## config.mk

```make
export PLATFORM = sky130hd
export DESIGN_NAME = vga_text_renderer_flat
export DESIGN_NICKNAME = d
export VERILOG_FILES = /design/src/rtl/vga_pkg.sv /design/src/rtl/vga_text_renderer_if.sv /design/src/rtl/vga_cursor_blink.sv /design/src/rtl/vga_text_renderer.sv /design/src/flat_wrapper.sv
export SDC_FILE = /design/constraint.sdc
export NUM_CORES = 1
export LEC_CHECK = 0
export CAP_MARGIN = 0
export CORE_UTILIZATION = 40
export CTS_CLUSTER_DIAMETER = 50
export CTS_CLUSTER_SIZE = 16
export DETAILED_ROUTE_END_ITERATION = 8
export GPL_TIMING_DRIVEN = 1
export PLACE_DENSITY = 0.78
export SLEW_MARGIN = 25
export SYNTH_ARGS = -nofsm -noshare
export SYNTH_HDL_FRONTEND = slang
export SYNTH_HIERARCHICAL = 1
export SYNTH_SLANG_ARGS = --single-unit
```

## constraint.sdc

```tcl
create_clock -name clk -period 2.3 [get_ports clk]
set_input_delay 0.69 -clock clk [delete_from_list [all_inputs] [get_ports clk]]
set_output_delay 0.69 -clock clk [all_outputs]
set_load 0.05 [all_outputs]
```

## src/rtl/vga_pkg.sv

```systemverilog
// Shared constants for the 80x30 text-mode pixel pipeline: geometry,
// CGA palette, character RAM field offsets and the cell address helper.
package vga_pkg;

   localparam int H_ACTIVE = 640;
   localparam int V_ACTIVE = 480;
   localparam int GLYPH_W  = 8;
   localparam int GLYPH_H  = 16;
   localparam int COLS     = 80;
   localparam int ROWS     = 30;

   localparam int CD_CODE_LSB = 0;
   localparam int CD_FG_LSB   = 8;
   localparam int CD_BG_LSB   = 12;

   // Entry 15 first: packed concatenation fills from the top index down.
   localparam logic [15:0][11:0] PALETTE = {
      12'hFFF, 12'hFF5, 12'hF5F, 12'hF55, 12'h5FF, 12'h5F5, 12'h55F, 12'h555,
      12'hAAA, 12'hA50, 12'hA0A, 12'hA00, 12'h0AA, 12'h0A0, 12'h00A, 12'h000
   };

   // row*80 + col built as (row<<6) + (row<<4) + col, avoiding a multiplier.
   function automatic logic [11:0] cell_addr(input logic [5:0] row, input logic [6:0] col);
      logic [11:0] r;
      r = {6'd0, row};
      return (r << 6) + (r << 4) + {5'd0, col};
   endfunction

endpackage

```

## src/rtl/vga_text_renderer_if.sv

```systemverilog
// Character RAM / font ROM read port used by the text renderer.
interface vga_text_renderer_if;
   logic [11:0] char_addr;
   logic [15:0] char_data;
   logic [11:0] font_addr;
   logic [7:0]  font_data;

   modport master (output char_addr, output font_addr, input char_data, input font_data);
   modport slave  (input char_addr, input font_addr, output char_data, output font_data);
endinterface

```

## src/rtl/vga_cursor_blink.sv

```systemverilog
// Counts vsync falling edges and toggles the cursor blink phase every
// BLINK_FRAMES frames.
module vga_cursor_blink #(
   parameter int BLINK_FRAMES = 30
) (
   input  logic clk,
   input  logic rst_n,
   input  logic vsync_in,
   output logic blink_on
);

   localparam int CW = (BLINK_FRAMES > 1) ? $clog2(BLINK_FRAMES) : 1;

   logic          vsync_d_r;
   logic [CW-1:0] frame_cnt_r;
   logic          phase_r;
   logic          fall_s;
   logic          wrap_s;

   // Falling-edge detect and wrap condition.
   always_comb begin
      fall_s = vsync_d_r & ~vsync_in;
      wrap_s = (frame_cnt_r == CW'(BLINK_FRAMES - 1));
   end

   // Frame counter and blink phase.
   always_ff @(posedge clk or negedge rst_n) begin
      if (!rst_n) begin
         vsync_d_r   <= 1'b1;
         frame_cnt_r <= '0;
         phase_r     <= 1'b0;
      end else begin
         vsync_d_r <= vsync_in;
         if (fall_s) begin
            if (wrap_s) begin
               frame_cnt_r <= '0;
               phase_r     <= ~phase_r;
            end else begin
               frame_cnt_r <= frame_cnt_r + 1'b1;
            end
         end
      end
   end

   assign blink_on = phase_r;

endmodule

```

## src/rtl/vga_text_renderer.sv

```systemverilog
// Three-cycle text-mode pixel pipeline: character fetch, glyph fetch,
// palette lookup, with syncs delayed to stay aligned with rgb.
module vga_text_renderer
   import vga_pkg::*;
#(
   parameter int BLINK_FRAMES = 30
) (
   input  logic                       clk,
   input  logic                       rst_n,
   input  logic                       hsync_in,
   input  logic                       vsync_in,
   input  logic [9:0]                 xpos,
   input  logic [9:0]                 ypos,
   vga_text_renderer_if.master        mem,
   input  logic [6:0]                 cursor_col,
   input  logic [4:0]                 cursor_row,
   input  logic                       cursor_en,
   output logic [11:0]                rgb,
   output logic                       hsync_out,
   output logic                       vsync_out
);

   logic        active0_s, hit0_s, blink_on_s, pix_s;
   logic [11:0] addr0_s;
   logic [3:0]  idx_s;

   logic [11:0] char_addr_r, font_addr_r, rgb_r;
   logic [2:0]  xcol0_r, xcol1_r;
   logic [3:0]  grow0_r, fg1_r, bg1_r;
   logic        act0_r, act1_r, hit0_r, hit1_r;
   logic        hs0_r, hs1_r, hs3_r, vs0_r, vs1_r, vs3_r;

   vga_cursor_blink #(.BLINK_FRAMES(BLINK_FRAMES)) u_blink (
      .clk      (clk),
      .rst_n    (rst_n),
      .vsync_in (vsync_in),
      .blink_on (blink_on_s)
   );

   // S0 decode: visibility, cell address and cursor hit.
   always_comb begin
      active0_s = (xpos < 10'(H_ACTIVE)) && (ypos < 10'(V_ACTIVE));
      addr0_s   = cell_addr(ypos[9:4], xpos[9:3]);
      hit0_s    = cursor_en && (xpos[9:3] == cursor_col) &&
                  (ypos[9:4] == {1'b0, cursor_row}) && (ypos[3:0] >= 4'd14);
   end

   // S2: glyph bit select, cursor inversion and colour index.
   always_comb begin
      pix_s = font_data_bit(mem.font_data, xcol1_r) ^ (hit1_r & blink_on_s);
      idx_s = pix_s ? fg1_r : bg1_r;
   end

   function automatic logic font_data_bit(input logic [7:0] row_bits, input logic [2:0] xcol);
      return row_bits[3'd7 - xcol];
   endfunction

   // Pipeline registers S0, S1 and the S3 output stage.
   always_ff @(posedge clk or negedge rst_n) begin
      if (!rst_n) begin
         char_addr_r <= 12'd0;
         xcol0_r     <= 3'd0;
         grow0_r     <= 4'd0;
         act0_r      <= 1'b0;
         hit0_r      <= 1'b0;
         hs0_r       <= 1'b1;
         vs0_r       <= 1'b1;
         font_addr_r <= 12'd0;
         fg1_r       <= 4'd0;
         bg1_r       <= 4'd0;
         xcol1_r     <= 3'd0;
         act1_r      <= 1'b0;
         hit1_r      <= 1'b0;
         hs1_r       <= 1'b1;
         vs1_r       <= 1'b1;
         rgb_r       <= 12'h000;
         hs3_r       <= 1'b1;
         vs3_r       <= 1'b1;
      end else begin
         char_addr_r <= addr0_s;
         xcol0_r     <= xpos[2:0];
         grow0_r     <= ypos[3:0];
         act0_r      <= active0_s;
         hit0_r      <= hit0_s;
         hs0_r       <= hsync_in;
         vs0_r       <= vsync_in;
         font_addr_r <= {mem.char_data[CD_CODE_LSB +: 8], grow0_r};
         fg1_r       <= mem.char_data[CD_FG_LSB +: 4];
         bg1_r       <= mem.char_data[CD_BG_LSB +: 4];
         xcol1_r     <= xcol0_r;
         act1_r      <= act0_r;
         hit1_r      <= hit0_r;
         hs1_r       <= hs0_r;
         vs1_r       <= vs0_r;
         rgb_r       <= act1_r ? PALETTE[idx_s] : 12'h000;
         hs3_r       <= hs1_r;
         vs3_r       <= vs1_r;
      end
   end

   assign mem.char_addr = char_addr_r;
   assign mem.font_addr = font_addr_r;
   assign rgb           = rgb_r;
   assign hsync_out     = hs3_r;
   assign vsync_out     = vs3_r;

endmodule

```

## src/flat_wrapper.sv

```systemverilog
// flat-port wrapper written by rule: the top's interface ports become plain ports
module vga_text_renderer_flat import vga_pkg::*;
#(
   parameter int BLINK_FRAMES = 30
)
  (clk, rst_n, hsync_in, vsync_in, xpos, ypos, cursor_col, cursor_row, cursor_en, rgb, hsync_out, vsync_out, mem_char_addr, mem_font_addr, mem_char_data, mem_font_data);
  vga_text_renderer_if mem_i ();
  input  logic clk;
  input  logic rst_n;
  input  logic hsync_in;
  input  logic vsync_in;
  input  logic [9:0] xpos;
  input  logic [9:0] ypos;
  input  logic [6:0] cursor_col;
  input  logic [4:0] cursor_row;
  input  logic cursor_en;
  output logic [11:0] rgb;
  output logic hsync_out;
  output logic vsync_out;
  output wire logic [$bits(mem_i.char_addr)-1:0] mem_char_addr;
  output wire logic [$bits(mem_i.font_addr)-1:0] mem_font_addr;
  input wire logic [$bits(mem_i.char_data)-1:0] mem_char_data;
  input wire logic [$bits(mem_i.font_data)-1:0] mem_font_data;
  assign mem_char_addr = mem_i.char_addr;
  assign mem_font_addr = mem_i.font_addr;
  assign mem_i.char_data = mem_char_data;
  assign mem_i.font_data = mem_font_data;
  vga_text_renderer #(.BLINK_FRAMES(BLINK_FRAMES)) u_core (.clk(clk), .rst_n(rst_n), .hsync_in(hsync_in), .vsync_in(vsync_in), .xpos(xpos), .ypos(ypos), .mem(mem_i), .cursor_col(cursor_col), .cursor_row(cursor_row), .cursor_en(cursor_en), .rgb(rgb), .hsync_out(hsync_out), .vsync_out(vsync_out));
endmodule
```

==> results of run 1 <==
==> registers in the layout (all words and copies together) (netlist names), 3 cells and up <==
register and cells:
u_core/bg1_r 4, u_core/fg1_r 4, u_core/grow0_r 4, u_core/mem.char_addr 12, u_core/mem.font_addr 12, u_core/rgb 5, u_core/u_blink/frame_cnt_r 5, u_core/xcol0_r 3
u_core/xcol1_r 3
==> logic make-up after synthesis <==
group	count (synthesis)	share of synthesized area [%]
DFF	64	59.17
AOI/OAI and AO/OA	29	7.494
and+or+nand+nor	56	11.96
buffers and inverters	23	4.735
adders and majority gates	15	7.448
xor gates and xnor gates	15	4.828
muxes	7	4.368
==> metal layers <==
metal | wire length (um) | vias to the layer above
met5 | 0 | -
li1 | - | 980
met3 | 504 | 9
met4 | 105 | 0
met1 | 2050 | 968
met2 | 2996 | 78
==> placed cells by master, fill, tap and decap left out, types with 6 or more instances in the layout <==
cell             instances
clkdlybuf4s50_1         88
dfrtp_1                 57
buf_4                   23
inv_1                   12
nand2_1                 11
nand4_1                 11
ha_1                    11
clkbuf_8                10
xor2_1                   9
dfstp_2                  7
dlygate4sd2_1            6
xnor2_1                  6
nor2_1                   6
==> synthesized netlist by cell type (3+ instances only) <==
cell / count / share of area, %
dfrtp_1: 57 / 52
ha_1: 13 / 6.0
buf_4: 9 / 2.5
nand2_1: 11 / 1.5
dfstp_2: 7 / 6.8
o21ai_0: 4 / 0.74
or3_2: 4 / 1.1
nor2b_1: 3 / 0.69
nor4_1: 3 / 0.69
xor2_1: 9 / 2.9
nor2_1: 6 / 0.83
a21oi_1: 4 / 0.74
o21a_1: 3 / 0.83
nand2b_1: 3 / 0.69
o2111ai_1: 4 / 1.3
nand4_1: 11 / 2.5
inv_1: 12 / 1.7
xnor2_1: 6 / 1.9
==> per-stage QoR <==
step / instance area (um^2) / cells / hold slack, ps / utilization (%) / setup TNS, ps
2_1_floorplan: 2728 / 209 / 331.2 / - / 0
3_3_place_gp: 3874 / 393 / 332.5 / 59.98 / -2559
3_5_place_dp: 3874 / 393 / 337.0 / 59.98 / -2924
4_1_cts: 4109 / 411 / 352.5 / 63.62 / 0
5_1_grt: 4114 / 411 / 359.9 / 63.70 / 0
6_report: 4114 / 411 / 336.8 / 63.70 / 0
==> power by group <==
part	total [mW]	switching (mW)	internal, mW
Sequential	1.34	0.0927	1.25
Clock	1.06	0.423	0.640
Combinational	0.811	0.450	0.361
Total	3.21	0.966	2.25
==> timing repair <==
item,in CTS,in global routing
endpoints found under the setup margin,4,2
buffers inserted,2,0
resized for setup,8,2
gates cloned,0,0
pin swaps,10,3
==> path summary, 6_finish.rpt <==
path	start	endpoint	slack (ps)	cells after the start
max	u_core/rgb[10]$_DFF_PN0_	rgb[0]	90	1
min	rst_n	u_core/mem.char_addr[5]$_DFF_PN0_	340	2
max reg2reg	u_core/xcol1_r[1]$_DFF_PN0_	u_core/rgb[7]$_DFF_PN0_	560	4
min reg2reg	u_core/grow0_r[0]$_DFF_PN0_	u_core/mem.font_addr[0]$_DFF_PN0_	350	0
max in group asynchronous	rst_n	u_core/hsync_out$_DFF_PN1_	1620	2
min in group clk	u_core/grow0_r[0]$_DFF_PN0_	u_core/mem.font_addr[0]$_DFF_PN0_	350	0
==> final cells by class <==
type / instances / area (um^2) / area share (%)
Timing Repair Buffer: 120 / 1144 / 27.80
Inverter: 12 / 45.04 / 1.095
Clock buffer: 11 / 141.4 / 3.437
Sequential cell: 64 / 1610 / 39.14
Clock inverter: 5 / 81.33 / 1.977
Tap cell: 77 / 96.34 / 2.342
Multi-Input combinational cell: 122 / 996.0 / 24.21
==> impl_metrics.py, run 1 <==
metrics = {
    "global_routing": {
        "antenna_found_initial": 0,
        "met1_usage_pct": 17.61,
        "grt_start_max_net_pins": 65,
        "grt_remaining_overflow": 0,
        "use_met2_pct": 32.08,
        "top_usage_layer": "met2",
        "grt_pass1_wl_um": 9535,
        "grt_pass1_vias": 2116,
        "met3_usage_pct": 7.276,
        "track_usage_pct": 17.72,
    },
    "synthesis": {
        "syn_nets": 285,
        "yosysUniqueCellTypes": 49,
        "yosys_register_bits": 64,
        "yosysWarnings": 6,
        "synth_edf_count": 0,
        "syn_area_um2": 2721,
        "synth.avg_cell_area_um2": 13.02,
        "syn_inst": 209,
        "ys.flop_type": "dfrtp_1",
        "yosysSeqAreaShare_pct": 59.17,
        "async_flop_share_pct": 100.0,
    },
    "cts": {
        "clockBufferDepth": 2,
        "cts_root_buf": "clkbuf_8",
        "cts_hold_buffers": 0,
        "clkSlewWorstSetupHoldPaths_ps": 70,
        "cts_tree": "done",
        "cts.htree.levels": 3,
        "cts.sinks": 64,
        "cts_buffers": 9,
        "clkLatencyLatePin_ps": 340,
    },
    "power_and_ir_drop": {
        "ir_drop_mv": 0.4885,
        "p_total_mw": 3.212,
        "power.leakage_nw": 1.809,
        "p_per_area_nw_per_um2": 780.8,
    },
    "worst_setup_path": {
        "cp_data_arrival_time_ps": 1520,
        "crit_fanout": 4,
        "crit_family": "buffers and inverters",
        "end_kind": "output port",
        "cp_data_required_time_ps": 1610,
        "startpoint_type": "register",
        "path_cells": "clkdlybuf4s50_1",
        "slowest_stage": "clkdlybuf4s50_1",
        "path_buf_inv": 1,
        "worst_path_largest_cell_delay_ps": 810,
        "critical_path_class": "register to output port",
    },
    "floorplanning": {
        "io-pin-count": 99,
        "die_x_um": 84.48,
        "start_util_pct": 42.13,
        "core_um2": 6459,
        "dieArea_um2": 7137,
        "rows": 29,
        "fp.dieH_um": 84.48,
    },
    "layout": {
        "syn2layout_area_growth_pct": 51.17,
        "fillers": 511,
        "fin_nets": 405,
        "drive_gt1_share_pct": 18.86,
        "antenna_cells": 0,
    },
    "status": {
        "violations": "DRC",
        "status": "finished with violations",
    },
    "sta": {
        "period_share_pct": 96.25,
        "worst_slack_ps": 86.22,
        "maxSlewHeadroom_pct": 63.54,
        "worstMarginPinSlew_ps": 545.1,
        "finalHoldViolCount": 0,
        "finalSetupViolations": 0,
        "clock.fmax_mhz": 451.7,
        "drv_slew": 0,
        "skew_ps": 9.396,
        "rsz0062_at_grt": "no",
        "fin_crit_ps": 2214,
    },
    "placement": {
        "port_buffers": 98,
        "place_congestion": 0.8476,
        "place_ws_ps": -599.3,
        "dp_hpwl_um": 4283,
    },
    "detailed_routing": {
        "drt-initial-drc-count": 71,
        "num_vias": 2035,
        "via_per_inst": 4.951,
        "wl_um": 5657,
        "drc": 6,
        "ant_nets": 0,
        "wl_per_cell_um": 13.76,
        "firstDrtPassIters": 6,
    },
    "hold_path": {
        "hold_path_class": "input pin to asynchronous set/reset pin",
    },
    "flow_run": {
        "timing.max_cap.violations": 0,
    },
}
Note: power is estimated with default switching activity, not from simulation.
==> run 2: changes to the inputs <==
--- a/config.mk
+++ b/config.mk
@@ -6,12 +6,14 @@
 export NUM_CORES = 1
 export LEC_CHECK = 0
 export CAP_MARGIN = 0
-export CORE_UTILIZATION = 40
+export CELL_PAD_IN_SITES_DETAIL_PLACEMENT = 1
+export CELL_PAD_IN_SITES_GLOBAL_PLACEMENT = 2
+export CORE_UTILIZATION = 28
 export CTS_CLUSTER_DIAMETER = 50
 export CTS_CLUSTER_SIZE = 16
 export DETAILED_ROUTE_END_ITERATION = 8
 export GPL_TIMING_DRIVEN = 1
-export PLACE_DENSITY = 0.78
+export PLACE_DENSITY_LB_ADDON = 0.08
 export SLEW_MARGIN = 25
 export SYNTH_ARGS = -nofsm -noshare
 export SYNTH_HDL_FRONTEND = slang
==> run 2 against run 1 <==
Compared with the run above:
- the run now ends clean
- fmax shrank 0.30%
- cell count grew 13%
- sequential power is essentially flat
- die area grew 42%
- combinational power is essentially flat
- sequential cell count is the same
- clock power shrank 6%
==> impl_metrics.py, run 2 (synthesized netlist as in run 1, its figures left out) <==
metrics = {
    "worst_setup_path": {
        "cp_data_arrival_time_ps": 1530,
        "crit_fanout": 4,
        "slowest_stage": "clkdlybuf4s50_1",
        "critical_path_class": "register to output port",
        "crit_family": "buffers and inverters",
        "path_cells": "clkdlybuf4s50_1",
        "end_kind": "output port",
        "startpoint_type": "register",
        "path_buf_inv": 1,
        "cp_data_required_time_ps": 1610,
        "worst_path_largest_cell_delay_ps": 810,
    },
    "cts": {
        "clockBufferDepth": 2,
        "clkSlewWorstSetupHoldPaths_ps": 70,
        "cts_buffers": 9,
        "cts_tree": "done",
        "cts_root_buf": "clkbuf_8",
        "clkLatencyLatePin_ps": 340,
        "cts.htree.levels": 3,
        "cts_hold_buffers": 0,
        "cts.sinks": 64,
    },
    "detailed_routing": {
        "firstDrtPassIters": 4,
        "num_vias": 2052,
        "ant_nets": 0,
        "drc": 0,
        "drt-initial-drc-count": 51,
        "wl_per_cell_um": 13.77,
        "wl_um": 6404,
        "via_per_inst": 4.413,
    },
    "sta": {
        "timing.hold.ws_ps": 350.2,
        "maxSlewHeadroom_pct": 63.94,
        "worstMarginPinSlew_ps": 539.2,
        "period_share_pct": 96.54,
        "clock.fmax_mhz": 450.4,
        "drv_slew": 0,
        "finalSetupTns_ps": 0,
        "finalSetupViolations": 0,
        "finalHoldViolCount": 0,
        "skew_ps": 10.58,
        "rsz0062_at_grt": "no",
        "fin_crit_ps": 2220,
    },
    "floorplanning": {
        "die_x_um": 100.6,
        "io-pin-count": 99,
        "fp.dieH_um": 100.6,
        "start_util_pct": 29.18,
        "core_um2": 9328,
        "dieArea_um2": 10120,
        "rows": 35,
    },
    "global_routing": {
        "track_usage_pct": 14.04,
        "grt_remaining_overflow": 0,
        "grt_pass1_wl_um": 10620,
        "grt_start_max_net_pins": 65,
        "antenna_found_initial": 0,
        "grt_pass1_vias": 2216,
    },
    "hold_path": {
        "hold_path_class": "input pin to asynchronous set/reset pin",
    },
    "layout": {
        "syn2layout_area_growth_pct": 53.38,
        "layout_commonest_cell": "clkdlybuf4s50_1",
        "drive_gt1_share_pct": 19.94,
        "layout_common_cells": "clkdlybuf4s50_1, dfrtp_1, buf_4",
        "antenna_cells": 0,
        "fin_nets": 407,
    },
    "status": {
        "status": "complete, no violations",
    },
    "power_and_ir_drop": {
        "p_per_area_nw_per_um2": 753.7,
        "ir_drop_mv": 0.3268,
        "power.leakage_nw": 1.806,
        "p_total_mw": 3.146,
    },
    "flow_run": {
        "timing.max_cap.violations": 0,
    },
    "placement": {
        "dp_hpwl_um": 4829,
        "place_congestion": 0.7160,
        "port_buffers": 98,
    },
}
-- run 2: cell types whose count changed in the layout (fill, tap and decap cells not counted), sizes merged --
cell,change
dlygate4sd2,-2
clkdlybuf4s50,-1
bufinv,-1
clkdlybuf4s15,+2
inv,+1
buf,+3
clkinvlp,+1
clkbuf,-1
-- run 2: timing repair --
item,4_1_cts,5_1_grt
pin swaps,8,2
setup endpoints to repair,4,2
gates resized for setup,8,4
buffers inserted,0,0
-- run 2: final cells by class --
| type | count | area [um^2] |
|---|---|---|
| repair buffers | 122 | 1159 |
| flip-flops and latches | 64 | 1610 |
| fillers | 1011 | 5154 |
| clock buffers | 10 | 137.6 |
| clock inverters | 6 | 67.56 |
| multi-input cells | 122 | 993.5 |
| inverters | 12 | 45.04 |
| well taps | 129 | 161.4 |
-- run 2: metal layers --
layer  routed length [um]  GRT usage [%]  vias up
li1                     -              -      981
met1                 2706          15.37      983
met2                 2882          22.02       81
met3                  735          9.570        7
met4                   78          4.013        0
met5                    0              0        -
-- run 2: worst paths after layout --
check                                                  from                           endpoint  slack (ps)  cells after the start
max in group asynchronous                             rst_n             u_core/hs0_r$_DFF_PN1_        1630                      2
min in group clk                u_core/grow0_r[2]$_DFF_PN0_  u_core/mem.font_addr[2]$_DFF_PN0_         350                      0
worst min register to register  u_core/grow0_r[2]$_DFF_PN0_  u_core/mem.font_addr[2]$_DFF_PN0_         350                      0
worst min-delay path                                  rst_n          u_core/bg1_r[0]$_DFF_PN0_         350                      2
worst max register to register  u_core/xcol1_r[1]$_DFF_PN0_            u_core/rgb[7]$_DFF_PN0_         580                      4
worst max-delay path               u_core/rgb[10]$_DFF_PN0_                             rgb[0]          80                      1
-- run 2: power breakdown --
| group | internal, mW | leakage (nW) | switching, mW | total (mW) |
|---|---|---|---|---|
| Clock | 0.533 | 0.0989 | 0.463 | 0.996 |
| Combinational | 0.361 | 0.949 | 0.449 | 0.810 |
| Sequential | 1.24 | 0.758 | 0.0945 | 1.34 |
-- run 2: stage by stage --
step	area (um^2)	utilization [%]	std cells	worst slack (ps)
3_5_place_dp	3966	42.52	449	-584.2
2_1_floorplan	2728	-	209	10.59
4_1_cts	4169	44.69	465	41.90
3_3_place_gp	3966	42.52	449	-542.3
5_1_grt	4174	44.75	465	1.622
6_report	4174	44.75	465	79.52
==> run 3: changes to the inputs <==
==> constraint.sdc (replaced) <==
create_clock -name clk -period 2.09 [get_ports clk]
set_input_delay 0.627 -clock clk [delete_from_list [all_inputs] [get_ports clk]]
set_output_delay 0.627 -clock clk [all_outputs]
set_load 0.05 [all_outputs]
==> run 3 against run 2 <==
Compared with the run above:
- count of clock-buffer cells in the layout shrank 1
- clock skew grew 2.1 ps
- critical path depth grew 5
- sequential share of layout area grew 0.83 points
- non-clock buffer count shrank 2
- via count shrank 0.88%
- clock power is essentially flat
- design area shrank 2.1%
- largest cell class unchanged
==> impl_metrics.py, run 3 (synthesized netlist as in run 1, its figures left out) <==
metrics = {
    "detailed_routing": {
        "num_vias": 2034,
        "drc": 0,
        "via_per_inst": 4.393,
        "wl_um": 6327,
        "drt-initial-drc-count": 34,
        "firstDrtPassIters": 4,
        "ant_nets": 0,
        "wl_per_cell_um": 13.67,
    },
    "sta": {
        "finalSetupViolations": 0,
        "fin_crit_ps": 2042,
        "skew_ps": 12.68,
        "finalHoldViolCount": 0,
        "worst_slack_ps": 47.95,
        "period_share_pct": 97.71,
        "rsz0062_at_grt": "no",
        "clock.fmax_mhz": 489.7,
        "maxSlewHeadroom_pct": 65.64,
        "drv_slew": 0,
        "worstMarginPinSlew_ps": 515.4,
    },
    "cts": {
        "cts_hold_buffers": 0,
        "clkSlewWorstSetupHoldPaths_ps": 80,
        "cts_buffers": 9,
        "cts.htree.levels": 3,
        "cts_root_buf": "clkbuf_8",
        "clockBufferDepth": 2,
        "cts.sinks": 64,
        "clkLatencyLatePin_ps": 340,
        "cts_tree": "done",
    },
    "layout": {
        "syn2layout_area_growth_pct": 50.16,
        "layout_commonest_cell": "buf_4",
        "drive_gt1_share_pct": 33.53,
        "final_cells": 463,
        "layout_common_cells": "buf_4, dfrtp_1, clkdlybuf4s50_1",
        "antenna_cells": 0,
        "utilization_pct": 43.81,
        "postLayoutCellArea_um2": 4086,
        "fin_nets": 405,
    },
    "floorplanning": {
        "io-pin-count": 99,
        "dieArea_um2": 10120,
        "rows": 35,
        "start_util_pct": 29.18,
        "core_um2": 9328,
        "fp.dieH_um": 100.6,
        "die_x_um": 100.6,
    },
    "worst_setup_path": {
        "cp_data_required_time_ps": 2310,
        "worst_path_largest_cell_delay_ps": 500,
        "critical_path_class": "input pin to register",
        "startpoint_type": "input pin",
        "path_cells": "clkdlybuf4s50_1 > ha_1 > ha_1 > nor2b_1 > a221oi_2 > nand3_1",
        "slowest_stage": "clkdlybuf4s50_1",
        "r2r_cells": 5,
        "end_kind": "register",
        "crit_path_frequent_cell": "ha_1",
        "crit_fanout": 2,
        "cp_data_arrival_time_ps": 2260,
    },
    "placement": {
        "place_congestion": 0.6882,
        "place_ws_ps": -770.8,
        "dp_hpwl_um": 4852,
        "place_area_um2": 3866,
        "dp.cells": 446,
        "port_buffers": 98,
    },
    "global_routing": {
        "grt_start_max_net_pins": 65,
        "grt_pass1_vias": 2228,
        "grt_pass1_wl_um": 10720,
        "antenna_found_initial": 0,
        "grt_remaining_overflow": 0,
        "track_usage_pct": 13.93,
    },
    "power_and_ir_drop": {
        "power.leakage_nw": 1.818,
        "ir_drop_mv": 0.2745,
        "p_per_area_nw_per_um2": 820.3,
    },
    "hold_path": {
        "hold_path_class": "input pin to asynchronous set/reset pin",
    },
    "flow_run": {
        "timing.max_cap.violations": 0,
    },
    "status": {
        "status": "complete, no violations",
    },
}
[run 3: where the power goes]
| group | internal, mW | switching [mW] | total [mW] |
|---|---|---|---|
| clock network | 0.451 | 0.544 | 0.995 |
| registers | 1.37 | 0.105 | 1.47 |
| logic | 0.377 | 0.505 | 0.883 |
[run 3: critical path: cells and delay by family]
family                     cells  cell delay, ps
and+or+nand+nor                2             270
buffers and inverters          1             500
adders and majority gates      2             550
AOI/OAI and AO/OA              1             300
[run 3: cell type report]
cell class,count,area (um^2)
clock inverter,7,60.06
fill,1022,5241
timing repair buffer,120,1045
inverter,12,52.55
multi-input combinational,122,1033
sequential,64,1610
tap,129,161.4
clock buffer,9,123.9
[run 3: layer usage]
metal / share of wire, % / global-route usage, % / up-vias
li1: - / - / 974
met5: 0 / 0 / -
met4: 1.2 / 4.682 / 0
met3: 9.4 / 6.657 / 8
met2: 49 / 23.34 / 78
met1: 40 / 15.53 / 974
[run 3: what timing repair did]
action                                  in CTS  in global routing
pin swaps                                    7                  5
endpoints found under the setup margin       7                  3
setup buffers                                1                  0
gates resized for setup                     27                  5
[run 3: worst paths after layout]
| kind | slack, ps | startpoint | endpoint |
|---|---|---|---|
| min | 280 | rst_n | u_core/bg1_r[2]$_DFF_PN0_ |
| max reg2reg | 350 | u_core/xcol1_r[1]$_DFF_PN0_ | u_core/rgb[3]$_DFF_PN0_ |
| max | 50 | ypos[9] | u_core/mem.char_addr[10]$_DFF_PN0_ |
| min reg2reg | 350 | u_core/grow0_r[3]$_DFF_PN0_ | u_core/mem.font_addr[3]$_DFF_PN0_ |
| max in group asynchronous | 1470 | rst_n | u_core/vsync_out$_DFF_PN1_ |
| min in group clk | 350 | u_core/grow0_r[3]$_DFF_PN0_ | u_core/mem.font_addr[3]$_DFF_PN0_ |
[run 3: metrics by stage]
| step | TNS (ps) | hold slack (ps) | power, mW |
|---|---|---|---|
| global placement | -4681 | 332.0 | 2.367 |
| CTS | 0 | 292.1 | 3.409 |
| detailed placement | -5043 | 335.8 | 2.381 |
| finish | 0 | 278.2 | 3.352 |
| global route | 0 | 296.7 | 3.543 |
| floorplan | -35.56 | 331.2 | 2.004 |
